File: src/rtl/spi_receiver_if.sv
// Word-side handshake bundle of the SPI receiver: parallel word with valid/ready plus
// single-cycle error pulses. The receiver drives it through the master modport.
interface spi_receiver_if #(
    parameter int P_DATA_WIDTH = 8
) ();
    logic                    ready;
    logic                    valid;
    logic [P_DATA_WIDTH-1:0] data;
    logic                    frame_err;
    logic                    overrun;

    modport master (
        input  ready,
        output valid,
        output data,
        output frame_err,
        output overrun
    );

    modport slave (
        output ready,
        input  valid,
        input  data,
        input  frame_err,
        input  overrun
    );
endinterface

File: src/rtl/spi_receiver.sv
// SPI mode-0 slave receiver: oversamples asynchronous CS/SCK/MOSI in the clk_100 domain,
// rebuilds each frame into a word and offers it through a one-entry valid/ready buffer.
module spi_receiver #(
    parameter int P_DATA_WIDTH  = 8,
    parameter int P_MSB_FIRST   = 1,
    parameter int P_SYNC_STAGES = 2
) (
    input  logic           clk_100,
    input  logic           s_rst,
    input  logic           cs_i,
    input  logic           sck_i,
    input  logic           mosi_i,
    spi_receiver_if.master rx
);
    localparam int CW = $clog2(P_DATA_WIDTH + 2);
    localparam int FW = $clog2(P_SYNC_STAGES + 2);
    localparam logic [CW-1:0] L_CNT_FULL   = CW'(P_DATA_WIDTH);
    localparam logic [CW-1:0] L_CNT_SAT    = CW'(P_DATA_WIDTH + 1);
    localparam logic [FW-1:0] L_FLUSH_DONE = FW'(P_SYNC_STAGES + 1);

    localparam logic [1:0] ST_WAIT_IDLE = 2'd0;
    localparam logic [1:0] ST_IDLE      = 2'd1;
    localparam logic [1:0] ST_SHIFT     = 2'd2;

    logic [P_SYNC_STAGES-1:0] cs_sync_reg;
    logic [P_SYNC_STAGES-1:0] sck_sync_reg;
    logic [P_SYNC_STAGES-1:0] mosi_sync_reg;
    logic                     cs_d_reg;
    logic                     sck_d_reg;
    logic                     cs_s;
    logic                     sck_s;
    logic                     mosi_s;
    logic                     sck_rise;
    logic                     cs_fall;
    logic                     cs_rise;

    logic [1:0]              state_reg, state_next;
    logic [CW-1:0]           cnt_reg, cnt_next;
    logic [P_DATA_WIDTH-1:0] shift_reg, shift_next;
    logic [P_DATA_WIDTH-1:0] shift_in;
    logic [FW-1:0]           flush_cnt_reg, flush_cnt_next;
    logic                    frame_done_reg, frame_done_next;

    logic                    valid_reg;
    logic [P_DATA_WIDTH-1:0] data_reg;
    logic                    frame_err_reg;
    logic                    overrun_reg;

    always_ff @(posedge clk_100) begin
        if (!s_rst) begin
            cs_sync_reg   <= '1;
            sck_sync_reg  <= '0;
            mosi_sync_reg <= '0;
            cs_d_reg      <= 1'b1;
            sck_d_reg     <= 1'b0;
        end else begin
            cs_sync_reg   <= {cs_sync_reg[P_SYNC_STAGES-2:0], cs_i};
            sck_sync_reg  <= {sck_sync_reg[P_SYNC_STAGES-2:0], sck_i};
            mosi_sync_reg <= {mosi_sync_reg[P_SYNC_STAGES-2:0], mosi_i};
            cs_d_reg      <= cs_sync_reg[P_SYNC_STAGES-1];
            sck_d_reg     <= sck_sync_reg[P_SYNC_STAGES-1];
        end
    end

    assign cs_s     = cs_sync_reg[P_SYNC_STAGES-1];
    assign sck_s    = sck_sync_reg[P_SYNC_STAGES-1];
    assign mosi_s   = mosi_sync_reg[P_SYNC_STAGES-1];
    assign sck_rise = sck_s & ~sck_d_reg;
    assign cs_fall  = ~cs_s & cs_d_reg;
    assign cs_rise  = cs_s & ~cs_d_reg;

    generate
        if (P_MSB_FIRST != 0) begin : g_msb_first
            assign shift_in = {shift_reg[P_DATA_WIDTH-2:0], mosi_s};
        end else begin : g_lsb_first
            assign shift_in = {mosi_s, shift_reg[P_DATA_WIDTH-1:1]};
        end
    endgenerate

    // The synchronizer comes out of reset looking idle, so its reset contents are flushed
    // before CS is trusted; otherwise a frame already in flight would be picked up mid-way.
    always_comb begin
        state_next      = state_reg;
        cnt_next        = cnt_reg;
        shift_next      = shift_reg;
        flush_cnt_next  = flush_cnt_reg;
        frame_done_next = 1'b0;
        case (state_reg)
            ST_WAIT_IDLE: begin
                if (flush_cnt_reg != L_FLUSH_DONE) begin
                    flush_cnt_next = flush_cnt_reg + 1'b1;
                end else if (cs_s) begin
                    state_next = ST_IDLE;
                end
            end
            ST_IDLE: begin
                if (cs_fall) begin
                    state_next = ST_SHIFT;
                    cnt_next   = '0;
                    shift_next = '0;
                end
            end
            ST_SHIFT: begin
                if (sck_rise) begin
                    if (cnt_reg < L_CNT_FULL) begin
                        shift_next = shift_in;
                    end
                    if (cnt_reg != L_CNT_SAT) begin
                        cnt_next = cnt_reg + 1'b1;
                    end
                end
                if (cs_rise) begin
                    state_next      = ST_IDLE;
                    frame_done_next = 1'b1;
                end
            end
            default: state_next = ST_WAIT_IDLE;
        endcase
    end

    always_ff @(posedge clk_100) begin
        if (!s_rst) begin
            state_reg      <= ST_WAIT_IDLE;
            cnt_reg        <= '0;
            shift_reg      <= '0;
            flush_cnt_reg  <= '0;
            frame_done_reg <= 1'b0;
        end else begin
            state_reg      <= state_next;
            cnt_reg        <= cnt_next;
            shift_reg      <= shift_next;
            flush_cnt_reg  <= flush_cnt_next;
            frame_done_reg <= frame_done_next;
        end
    end

    // A completed word may replace the buffered one only when that one leaves this cycle.
    always_ff @(posedge clk_100) begin
        if (!s_rst) begin
            valid_reg     <= 1'b0;
            data_reg      <= '0;
            frame_err_reg <= 1'b0;
            overrun_reg   <= 1'b0;
        end else begin
            frame_err_reg <= 1'b0;
            overrun_reg   <= 1'b0;
            if (valid_reg && rx.ready) begin
                valid_reg <= 1'b0;
            end
            if (frame_done_reg) begin
                if (cnt_reg != L_CNT_FULL) begin
                    frame_err_reg <= 1'b1;
                end else if (!valid_reg || rx.ready) begin
                    data_reg  <= shift_reg;
                    valid_reg <= 1'b1;
                end else begin
                    overrun_reg <= 1'b1;
                end
            end
        end
    end

    assign rx.valid     = valid_reg;
    assign rx.data      = data_reg;
    assign rx.frame_err = frame_err_reg;
    assign rx.overrun   = overrun_reg;
endmodule
File: src/flat_wrapper.sv
// flat-port wrapper written by rule: the top's interface ports become plain ports
module spi_receiver_flat 
#(
    parameter int P_DATA_WIDTH  = 8,
    parameter int P_MSB_FIRST   = 1,
    parameter int P_SYNC_STAGES = 2
)
  (clk_100, s_rst, cs_i, sck_i, mosi_i, rx_ready, rx_valid, rx_data, rx_frame_err, rx_overrun);
  spi_receiver_if #(.P_DATA_WIDTH(P_DATA_WIDTH)) rx_i ();
  input  logic clk_100;
  input  logic s_rst;
  input  logic cs_i;
  input  logic sck_i;
  input  logic mosi_i;
  input wire logic [$bits(rx_i.ready)-1:0] rx_ready;
  output wire logic [$bits(rx_i.valid)-1:0] rx_valid;
  output wire logic [$bits(rx_i.data)-1:0] rx_data;
  output wire logic [$bits(rx_i.frame_err)-1:0] rx_frame_err;
  output wire logic [$bits(rx_i.overrun)-1:0] rx_overrun;
  assign rx_i.ready = rx_ready;
  assign rx_valid = rx_i.valid;
  assign rx_data = rx_i.data;
  assign rx_frame_err = rx_i.frame_err;
  assign rx_overrun = rx_i.overrun;
  spi_receiver #(.P_DATA_WIDTH(P_DATA_WIDTH), .P_MSB_FIRST(P_MSB_FIRST), .P_SYNC_STAGES(P_SYNC_STAGES)) u_core (.clk_100(clk_100), .s_rst(s_rst), .cs_i(cs_i), .sck_i(sck_i), .mosi_i(mosi_i), .rx(rx_i));
endmodule
File: config.mk
export PLATFORM = sky130hd
export DESIGN_NAME = spi_receiver_flat
export DESIGN_NICKNAME = d
export VERILOG_FILES = /design/src/rtl/spi_receiver_if.sv /design/src/rtl/spi_receiver.sv /design/src/flat_wrapper.sv
export SDC_FILE = /design/constraint.sdc
export NUM_CORES = 1
export LEC_CHECK = 0
export CORE_MARGIN = 5
export CORE_UTILIZATION = 53
export DETAILED_ROUTE_END_ITERATION = 10
export PLACE_DENSITY = 0.84
export SYNTH_ARGS = -nofsm -noshare
export SYNTH_HDL_FRONTEND = slang
export SYNTH_SLANG_ARGS = --single-unit
export TNS_END_PERCENT = 5
File: constraint.sdc
create_clock -name clk_100 -period 1.8 [get_ports clk_100]
set_input_delay 0.36 -clock clk_100 [delete_from_list [all_inputs] [get_ports clk_100]]
set_output_delay 0.36 -clock clk_100 [all_outputs]
set_load 0.1 [all_outputs]
==> impl_metrics.json <==
{
  "postLayoutCoreUtil_pct": 69.25,
  "max_stage_delay_ns": 0.45,
  "diodes": 0,
  "clk_pin_slew_worst_paths_ns": 0.10,
  "wl_um": 2941,
  "syn-num-nets": 159,
  "wl_per_cell_um": 14.85,
  "layout_common_cells": "dfxtp_1 (36), nand3_1 (25), nand2_1 (13), a21oi_1 (11), buf_12 (11)",
  "avgViaCountPerCell": 5.702,
  "busiest_layer": "met2",
  "crit_arrival_ns": 1.74,
  "dp_slack_ns": 0.1876,
  "max-slew-margin-rel_pct": 70.23,
  "peakVddDrop_mv": 0.7413,
  "antenna_found_initial": 0,
  "timing.final.max_slew_violations": 0,
  "grt_pass1_vias": 1098,
  "fp.dieW_um": 61.74,
  "synth_area_mm2": 0.001419,
  "core_area_mm2": 0.002522,
  "hold_viol": 0,
  "grt_pass1_wl_um": 5037,
  "synthFlopType": "dfxtp_1",
  "area.growth.synth_to_final_pct": 23.10,
  "cp_max_fo": 10,
  "grt_overflow": 0,
  "placed_area_mm2": 0.001700,
  "fin_skew_ns": 0.007522,
  "ys_types": 34,
  "grt_util_met1_pct": 21.88,
  "cts_setup_buffers": 0,
  "synth_edf_count": 0,
  "dp_hpwl_um": 1979,
  "drtIter0Drc": 38,
  "cts_tree": "done",
  "clockBufferDepth": 2,
  "die_area_mm2": 0.003812,
  "layout_commonest_cell": "dfxtp_1",
  "max_freq_ghz": 0.6572,
  "leakage_nw": 0.6322,
  "hold_buffers": 0,
  "hold_path.class": "reg2reg",
  "critical_path.startpoint_type": "flop",
  "htree_levels": 2,
  "seq_area_um2": 720.7,
  "multiInputGateArea_um2": 626.9,
  "fill_cells": 199,
  "ys_async_sr_fraction_pct": 0,
  "critPathSlowestCell": "nor3b_4",
  "ys_ff_latch": 36,
  "setup_slack_ns": 0.2783,
  "worst_slew_pin_slew_ns": 0.4461,
  "worstPathCellList": "nor3b_4, nand2_1, nand3_1, a21oi_1",
  "cts_root_buf": "clkbuf_4",
  "drv_cap": 0,
  "drive_above_1_share_pct": 17.86,
  "period_share_pct": 84.54,
  "ys_seq_area_share_pct": 50.79,
  "ctsResizeCount": 0,
  "die_y_um": 61.74,
  "fin_area_mm2": 0.001747,
  "syn_inst": 149,
  "ant_nets": 0,
  "end_kind": "flop",
  "min_period_ns": 1.522,
  "clock_sinks": 36,
  "syn-mean-instance-area_um2": 9.523,
  "pin_count": 17,
  "grtUsageMet2_pct": 30.79,
  "stdcell_count": 198,
  "portBuffers": 16,
  "p_per_area_mw_per_mm2": 787.6,
  "setup_viol": 0,
  "grt.total_usage_pct": 18.58,
  "grt_max_degree": 19,
  "gp_congestion": 0.7944,
  "status": "finished, final reports clean",
  "rsz0062_at_grt": "no",
  "numCtsBuffers": 5,
  "tns_ns": 0,
  "clk_latency_ns": 0.33,
  "vias": 1129,
  "fin_nets": 178,
  "rows": 18,
  "start_util_pct": 56.25,
  "firstDrtPassIters": 4,
  "ys.warnings.count": 0,
  "cp.buffers_inverters": 0,
  "critical_path_required_ns": 2.01,
  "place_inst": 191,
  "crit_family": "simple AND/OR/NAND/NOR gates",
  "drc": 0,
  "setup.worst_path.class": "reg2reg",
  "grtUsageMet3_pct": 6.818
}
## worst reg2reg max path, stage by stage (launching register included)
cell,delay (ns)
dfxtp_1,0.39
nor3b_4,0.45
nand2_1,0.31
nand3_1,0.18
a21oi_1,0.07
## cells by family after synthesis
family	share of synthesized area, %
multiplexers	1.411
AND/OR/NAND/NOR	27.60
flip-flops	50.79
adder cells (fa/ha/maj)	3.527
XOR/XNOR	0.6174
buffers and inverters	5.026
AO/OA/AOI/OAI	11.02
## metrics by stage
stage | power (W) | hold slack (ns)
floorplan | 0.0009691 | 0.3863
global placement | 0.0009924 | 0.3967
global route | 0.001448 | 0.4685
finish | 0.001376 | 0.4119
CTS | 0.001389 | 0.4143
detailed placement | 0.001005 | 0.3914
## cell type report
type | instances | area share (%)
Clock buffer | 6 | 2.364
Clock inverter | 1 | 0.2865
Sequential cell | 36 | 41.26
Inverter | 4 | 0.8596
Tap cell | 30 | 2.149
Multi-Input combinational cell | 101 | 35.89
Timing Repair Buffer | 20 | 17.19
## report_power, final
group,total [W],switching (W),leakage (nW),internal (W)
clock network,0.000389,0.000245,0.0281,0.000144
registers,0.000852,0.0000213,0.292,0.000830
logic,0.000135,0.0000658,0.312,0.0000696
## cells in the mapped netlist, types with 3 or more instances
cell type	instances	share of area, %
dfxtp_1	36	51
nand3_1	25	8.8
nand2_1	13	3.4
a21oi_1	11	3.9
nand2b_1	7	3.1
and2_1	6	2.6
o21ai_1	6	2.1
ha_1	4	3.5
buf_2	3	1.1
inv_1	3	0.79
nor3_1	3	1.1
## worst paths after layout
path	depth (start not counted)	end	slack (ns)	from
hold / removal	1	u_core.cs_sync_reg[1]	0.41	u_core.cs_sync_reg[0]
hold reg to reg	1	u_core.cs_sync_reg[1]	0.41	u_core.cs_sync_reg[0]
setup reg to reg	4	u_core.shift_reg[1]	0.28	u_core.cnt_reg[3]
setup / recovery	4	u_core.shift_reg[1]	0.28	u_core.cnt_reg[3]
## metal layers
metal  share of wire [%]  vias to the layer above  routed length, um
met1                  41                      532               1199
met2                  52                       31               1523
met4                 2.3                        0                 68
met3                 5.1                        9                150
met5                   0                        -                  0
li1                    -                      557                  -
Power figures use the tool's default switching activity.
